File: src/rtl/fd_reconstructor_pkg.sv
// Shared constants and FSM state type for the divider reconstruction path.
package fd_reconstructor_pkg;

  localparam int unsigned FDR_WIDTH = 8;

  typedef enum logic [1:0] {
    IDLE = 2'd0,
    CALC = 2'd1,
    DONE = 2'd2
  } fdr_state_t;

endpackage

File: src/rtl/fd_reconstructor_if.sv
// Start/busy/done handshake and operand/result bus of the reconstructor.
interface fd_reconstructor_if
  import fd_reconstructor_pkg::*;
#(
  parameter int unsigned WIDTH = FDR_WIDTH
);

  logic             start_in;
  logic [WIDTH-1:0] quotient_in;
  logic [WIDTH-1:0] divisor_in;
  logic [WIDTH-1:0] remainder_in;
  logic             dbz_in;
  logic [WIDTH-1:0] dividend_out;
  logic             overflow_out;
  logic             rem_err_out;
  logic             dbz_out;
  logic             busy_out;
  logic             done_out;

  modport master (
    output start_in, quotient_in, divisor_in, remainder_in, dbz_in,
    input  dividend_out, overflow_out, rem_err_out, dbz_out, busy_out, done_out
  );

  modport slave (
    input  start_in, quotient_in, divisor_in, remainder_in, dbz_in,
    output dividend_out, overflow_out, rem_err_out, dbz_out, busy_out, done_out
  );

endinterface

File: src/rtl/fd_reconstructor_shift_add_step.sv
// One shift-add multiplier iteration: conditional add, then shift both operands.
module fd_shift_add_step
  import fd_reconstructor_pkg::*;
#(
  parameter int unsigned WIDTH = FDR_WIDTH
) (
  input  logic [2*WIDTH-1:0] i_acc,
  input  logic [2*WIDTH-1:0] i_mcand,
  input  logic [WIDTH-1:0]   i_mplier,
  output logic [2*WIDTH-1:0] o_acc,
  output logic [2*WIDTH-1:0] o_mcand,
  output logic [WIDTH-1:0]   o_mplier
);

  always_comb begin
    o_acc    = i_mplier[0] ? (i_acc + i_mcand) : i_acc;
    o_mcand  = i_mcand << 1;
    o_mplier = i_mplier >> 1;
  end

endmodule

File: src/rtl/fd_reconstructor.sv
// Rebuilds dividend = quotient*divisor + remainder from a divider result and
// flags overflow and out-of-range remainders.
module fd_reconstructor
  import fd_reconstructor_pkg::*;
#(
  parameter int unsigned WIDTH = FDR_WIDTH
) (
  input  logic                clock,
  input  logic                reset,
  fd_reconstructor_if.slave   bus
);

  localparam int unsigned      CW   = (WIDTH > 1) ? $clog2(WIDTH) : 1;
  localparam logic [CW-1:0]    LAST = CW'(WIDTH - 1);

  fdr_state_t          r_state;
  logic [2*WIDTH-1:0]  r_acc;
  logic [2*WIDTH-1:0]  r_mcand;
  logic [WIDTH-1:0]    r_mplier;
  logic [CW-1:0]       r_cnt;
  logic                r_rem_err_q;
  logic                r_dbz_q;
  logic [WIDTH-1:0]    r_dividend;
  logic                r_overflow;
  logic                r_rem_err;
  logic                r_dbz;

  logic [2*WIDTH-1:0]  w_acc_nxt;
  logic [2*WIDTH-1:0]  w_mcand_nxt;
  logic [WIDTH-1:0]    w_mplier_nxt;
  logic                w_accept;

  fd_shift_add_step #(.WIDTH(WIDTH)) u_step (
    .i_acc    (r_acc),
    .i_mcand  (r_mcand),
    .i_mplier (r_mplier),
    .o_acc    (w_acc_nxt),
    .o_mcand  (w_mcand_nxt),
    .o_mplier (w_mplier_nxt)
  );

  assign w_accept = bus.start_in && ((r_state == IDLE) || (r_state == DONE));

  // A dbz request spends one non-busy cycle in CALC so its done pulse lands
  // two clocks after accept without running the multiplier.
  always_ff @(posedge clock or posedge reset) begin
    if (reset) begin
      r_state     <= IDLE;
      r_acc       <= '0;
      r_mcand     <= '0;
      r_mplier    <= '0;
      r_cnt       <= '0;
      r_rem_err_q <= 1'b0;
      r_dbz_q     <= 1'b0;
      r_dividend  <= '0;
      r_overflow  <= 1'b0;
      r_rem_err   <= 1'b0;
      r_dbz       <= 1'b0;
    end else begin
      case (r_state)
        IDLE, DONE: begin
          if (w_accept) begin
            r_acc       <= {{WIDTH{1'b0}}, bus.remainder_in};
            r_mcand     <= {{WIDTH{1'b0}}, bus.divisor_in};
            r_mplier    <= bus.quotient_in;
            r_cnt       <= '0;
            r_rem_err_q <= !bus.dbz_in && (bus.remainder_in >= bus.divisor_in);
            r_dbz_q     <= bus.dbz_in;
            r_state     <= CALC;
          end else begin
            r_state     <= IDLE;
          end
        end
        CALC: begin
          if (r_dbz_q) begin
            r_dividend <= '0;
            r_overflow <= 1'b0;
            r_rem_err  <= 1'b0;
            r_dbz      <= 1'b1;
            r_state    <= DONE;
          end else begin
            r_acc    <= w_acc_nxt;
            r_mcand  <= w_mcand_nxt;
            r_mplier <= w_mplier_nxt;
            r_cnt    <= r_cnt + 1'b1;
            if (r_cnt == LAST) begin
              r_dividend <= w_acc_nxt[WIDTH-1:0];
              r_overflow <= |w_acc_nxt[2*WIDTH-1:WIDTH];
              r_rem_err  <= r_rem_err_q;
              r_dbz      <= 1'b0;
              r_state    <= DONE;
            end
          end
        end
        default: r_state <= IDLE;
      endcase
    end
  end

  assign bus.dividend_out = r_dividend;
  assign bus.overflow_out = r_overflow;
  assign bus.rem_err_out  = r_rem_err;
  assign bus.dbz_out      = r_dbz;
  assign bus.busy_out     = (r_state == CALC) && !r_dbz_q;
  assign bus.done_out     = (r_state == DONE);

endmodule

File: src/flat_wrapper.sv
// flat-port wrapper written by rule: the top's interface ports become plain ports
module fd_reconstructor_flat import fd_reconstructor_pkg::*;
#(
  parameter int unsigned WIDTH = FDR_WIDTH
)
  (clock, reset, bus_start_in, bus_quotient_in, bus_divisor_in, bus_remainder_in, bus_dbz_in, bus_dividend_out, bus_overflow_out, bus_rem_err_out, bus_dbz_out, bus_busy_out, bus_done_out);
  fd_reconstructor_if #(.WIDTH(WIDTH)) bus_i ();
  input  logic clock;
  input  logic reset;
  input wire logic [$bits(bus_i.start_in)-1:0] bus_start_in;
  input wire logic [$bits(bus_i.quotient_in)-1:0] bus_quotient_in;
  input wire logic [$bits(bus_i.divisor_in)-1:0] bus_divisor_in;
  input wire logic [$bits(bus_i.remainder_in)-1:0] bus_remainder_in;
  input wire logic [$bits(bus_i.dbz_in)-1:0] bus_dbz_in;
  output wire logic [$bits(bus_i.dividend_out)-1:0] bus_dividend_out;
  output wire logic [$bits(bus_i.overflow_out)-1:0] bus_overflow_out;
  output wire logic [$bits(bus_i.rem_err_out)-1:0] bus_rem_err_out;
  output wire logic [$bits(bus_i.dbz_out)-1:0] bus_dbz_out;
  output wire logic [$bits(bus_i.busy_out)-1:0] bus_busy_out;
  output wire logic [$bits(bus_i.done_out)-1:0] bus_done_out;
  assign bus_i.start_in = bus_start_in;
  assign bus_i.quotient_in = bus_quotient_in;
  assign bus_i.divisor_in = bus_divisor_in;
  assign bus_i.remainder_in = bus_remainder_in;
  assign bus_i.dbz_in = bus_dbz_in;
  assign bus_dividend_out = bus_i.dividend_out;
  assign bus_overflow_out = bus_i.overflow_out;
  assign bus_rem_err_out = bus_i.rem_err_out;
  assign bus_dbz_out = bus_i.dbz_out;
  assign bus_busy_out = bus_i.busy_out;
  assign bus_done_out = bus_i.done_out;
  fd_reconstructor #(.WIDTH(WIDTH)) u_core (.clock(clock), .reset(reset), .bus(bus_i));
endmodule
File: config.mk
export PLATFORM = sky130hd
export DESIGN_NAME = fd_reconstructor_flat
export DESIGN_NICKNAME = d
export VERILOG_FILES = /design/src/rtl/fd_reconstructor_pkg.sv /design/src/rtl/fd_reconstructor_if.sv /design/src/rtl/fd_reconstructor_shift_add_step.sv /design/src/rtl/fd_reconstructor.sv /design/src/flat_wrapper.sv
export SDC_FILE = /design/constraint.sdc
export NUM_CORES = 1
export LEC_CHECK = 0
export ABC_CLOCK_PERIOD_IN_PS = 8100
export BUFFER_PORTS_ARGS = -buffer_cell sky130_fd_sc_hd__clkbuf_2
export CORE_ASPECT_RATIO = 0.7
export CORE_UTILIZATION = 35
export CTS_BUF_LIST = sky130_fd_sc_hd__clkbuf_4 sky130_fd_sc_hd__clkbuf_8 sky130_fd_sc_hd__clkbuf_16
export DETAILED_ROUTE_END_ITERATION = 8
export GPL_ROUTABILITY_DRIVEN = 0
export PLACE_DENSITY = 0.5
export SYNTH_ARGS = -nofsm -noshare
export SYNTH_HDL_FRONTEND = slang
export SYNTH_HIERARCHICAL = 1
export SYNTH_SLANG_ARGS = --single-unit
File: constraint.sdc
create_clock -name clock -period 8.1 [get_ports clock]
set_clock_uncertainty 0.15 [all_clocks]
set_input_delay 0.81 -clock clock [delete_from_list [all_inputs] [get_ports clock]]
set_output_delay 0.81 -clock clock [all_outputs]
set_load 0.03 [all_outputs]
==> metrics.md <==
| Metric | Value |
|---|---|
| Outcome | finished, final reports clean |
| Leakage power | 1.99 nW |
| Final Max Slew Viols | 0 |
| Post-synthesis register bit count | 58 |
| Register area share after synthesis | 37.0% |
| Total die area | 11,600 sq um |
| Fmax | 0.290 GHz |
| Wirelength per Cell | 15.3 microns |
| Antenna diodes | 0 |
| Vias in the first global route | 3,026 |
| Worst min path class | reg -> reg |
| Pre-CTS WS | 4700 ps |
| Syn Area/Cell | 8.53 sq um |
| Core area | 10,600 sq um |
| CTS root buf | clkbuf_16 |
| Final worst slack | 4650 ps |
| P per Cell Area | 475 nW/um^2 |
| Worst Setup End Kind | flip-flop |
| Area leader, netlist | dfrtp_1 |
| XOR/XNOR Fraction of Synth Area | 2.90% |
| Initial antenna violation count | 0 |
| Arr. time, crit path | 3490 ps |
| GRT overflow | 0 |
| Endpoints failing hold | 0 |
| Compound-Gate Fraction of Synth Area | 18.5% |
| GRT Total Usage | 18.0% |
| Area grow syn2layout | 9.98% |
| TritonRoute pass-1 iters | 4 |
| Setup bufs post-CTS | 0 |
| Global-route wire length before repair | 15.9 mm |
| Sink Count | 58 |
| Instance count of the mapped netlist | 460 |
| Setup tns final | 0 ps |
| Largest net degree at the start of global routing | 59 |
| Minimum clock period | 3450 ps |
| Worst-Skew Late Latency | 330 ps |
| Routed Antenna Nets | 0 |
| Final core occ | 40.6% |
| # rows | 31 |
| Synth Warn # | 6 |
| Relative slew margins | 23.4% |
| Die height | 90.6 microns |
| # IOs | 41 |
| HPWL Detailed | 6.63 mm |
| Worst EP required | 8140 ps |
| Kind of start point of the critical path | flip-flop |
| Worst-Margin Slew | 1150 ps |
| Mux share of post-synthesis cell area | 4.08% |
| Die W | 129 microns |
| Crit path max fanout | 4 |
| RSZ-0062 raised after global routing | no |
| Synthesized area | 3930 sq um |
| # hold bufs at CTS | 0 |
| Max Cap Viol | 0 |
| Initial DRC Count | 247 |
| Clock Tree Buf Depth | 2 |
| Vias per Instance | 4.98 |
| Layout cells sized above 1 | 18.9% |
| Top cell type's share of synthesized area | 37.0% |
| H-tree levels | 3 |
| Fill cells | 1,073 |
| CTS resizes | 0 |
| Hold WS | 359 ps |
| Final setup vio count | 0 |
| Nets | 525 |
| Synth Area in Adders | 8.48% |
| Synth area leaders | dfrtp_1 (37%), nand2_1 (10%), ha_1 (8.0%), buf_4 (5.2%), a31oi_1 (4.3%) |
| Initial Utilization | 36.9% |
| Critical path class | reg -> reg |
| Largest family of logic cells by synthesized area | simple AND/OR/NAND/NOR gates |
| Part of the cycle the worst path needs | 42.6% |
| Worst IR Drop VDD | 0.218 mV |
| Distinct cell type count after synthesis | 55 |
| Detailed-route via count | 3,108 |
| CTS tree | built |
| Port bufs | 40 |
| DR DRC count | 0 |
| Routed wire length | 9.52 mm |
| CTS Buf Count | 9 |
| Post-synthesis simple-gate area fraction | 19.5% |
| Clock-pin transition on the worst setup and hold timing paths | 50 ps |
-- cells by family after synthesis --
| family | count (synthesis) |
|---|---|
| mux | 14 |
| fa+ha+maj | 26 |
| flops | 58 |
| xor+xnor | 13 |
| buf+inv | 61 |
| compound gates | 111 |
| other cells | 1 |
| simple gates | 176 |
-- layer usage --
metal	global-route usage (%)	routed length, microns
met1	27.6	5210
met2	24.1	3770
met3	4.68	448
met4	5.00	89
met5	0	0
-- final cells by class --
class | instances | area, sq um | area share [%]
Clock inverter | 6 | 42.5 | 0.986
Multi-Input combinational cell | 342 | 2100 | 48.8
Clock buffer | 10 | 239 | 5.54
Timing Repair Buffer | 45 | 238 | 5.51
Inverter | 15 | 56.3 | 1.30
Tap cell | 148 | 185 | 4.29
Sequential cell | 58 | 1450 | 33.6
-- state kept, by name (all words and copies together), names as in the netlist --
| register | cells |
|---|---|
| u_core/r_dbz_q | 1 |
| u_core/r_state | 2 |
| u_core/r_rem_err_q | 1 |
| u_core/bus.rem_err_out | 1 |
| u_core/r_cnt | 3 |
| u_core/r_mplier | 8 |
| u_core/bus.dbz_out | 1 |
| u_core/bus.dividend_out | 8 |
| u_core/bus.overflow_out | 1 |
| u_core/r_acc | 16 |
| u_core/r_mcand | 16 |
-- cells in the final DEF, fill, tap and decap left out, types with 11 or more instances in the layout --
cell,netlist,routed
a21oi_1,24,24
dfrtp_1,58,58
o21ai_0,23,23
nor2b_1,12,12
mux2_2,12,12
a31oi_1,27,27
o21ai_1,11,11
nor2_1,34,34
inv_1,15,14
nand2_1,106,106
ha_1,25,25
clkbuf_2,0,40
-- worst max-delay path: stages (launching register included) --
cell and delay (ps):
dfrtp_1 400, ha_1 240, fa_1 410, a21o_2 260
a221oi_4 360, o31ai_2 120, a31oi_1 220, xnor2_1 90
mux2_4 270, nor4_1 420, a21oi_1 140, mux2i_1 150
o21ai_0 80
-- where the power goes --
| group | total, mW | internal, mW | switching (mW) |
|---|---|---|---|
| Sequential | 0.555 | 0.421 | 0.134 |
| Combinational | 1.14 | 0.454 | 0.684 |
| Clock | 0.359 | 0.215 | 0.144 |
| Total | 2.05 | 1.09 | 0.962 |
-- cells in the mapped netlist, drive strengths merged --
cell	count
and2b	1
mux2i	1
ha	25
nor2	35
nand4	1
o2111ai	1
a211o	1
o21ai	35
nand3	3
fa	1
a2111o	1
and2	1
o211ai	3
nand2	106
a21oi	24
o21bai	1
a221oi	2
xor2	3
nor3	2
dfrtp	58
nand2b	3
clkbuf	4
o31ai	1
inv	15
conb	1
nand4b	1
and3	6
a211oi	3
a221o	2
buf	42
xnor2	10
a31oi	28
nor4	4
a41o	1
nor2b	12
a2bb2oi	1
mux2	13
nand3b	1
o22ai	1
a21o	6
-- per-stage QoR --
| stage | instances | total power, mW | area, sq um |
|---|---|---|---|
| after floorplan | 461 | 1.52 | 3930 |
| after global placement | 608 | 1.69 | 4040 |
| after detailed placement | 608 | 1.70 | 4040 |
| after CTS | 624 | 2.07 | 4320 |
| after global routing | 624 | 2.25 | 4320 |
| final | 624 | 2.05 | 4320 |
-- final timing paths --
check | start | endpoint | slack [ps] | cells past startpoint
max in group asynchronous | reset | u_core/r_mcand[8] | 6760 | 3
worst min-delay path | u_core/bus.dividend_out[2] | u_core/bus.dividend_out[2] | 360 | 2
worst max register to register | u_core/r_acc[0] | u_core/bus.overflow_out | 4650 | 12
min in group asynchronous | reset | u_core/r_acc[15] | 530 | 3
worst max-delay path | u_core/r_acc[0] | u_core/bus.overflow_out | 4650 | 12
worst min register to register | u_core/bus.dividend_out[2] | u_core/bus.dividend_out[2] | 360 | 2
Note: power is estimated with default switching activity, not from simulation.
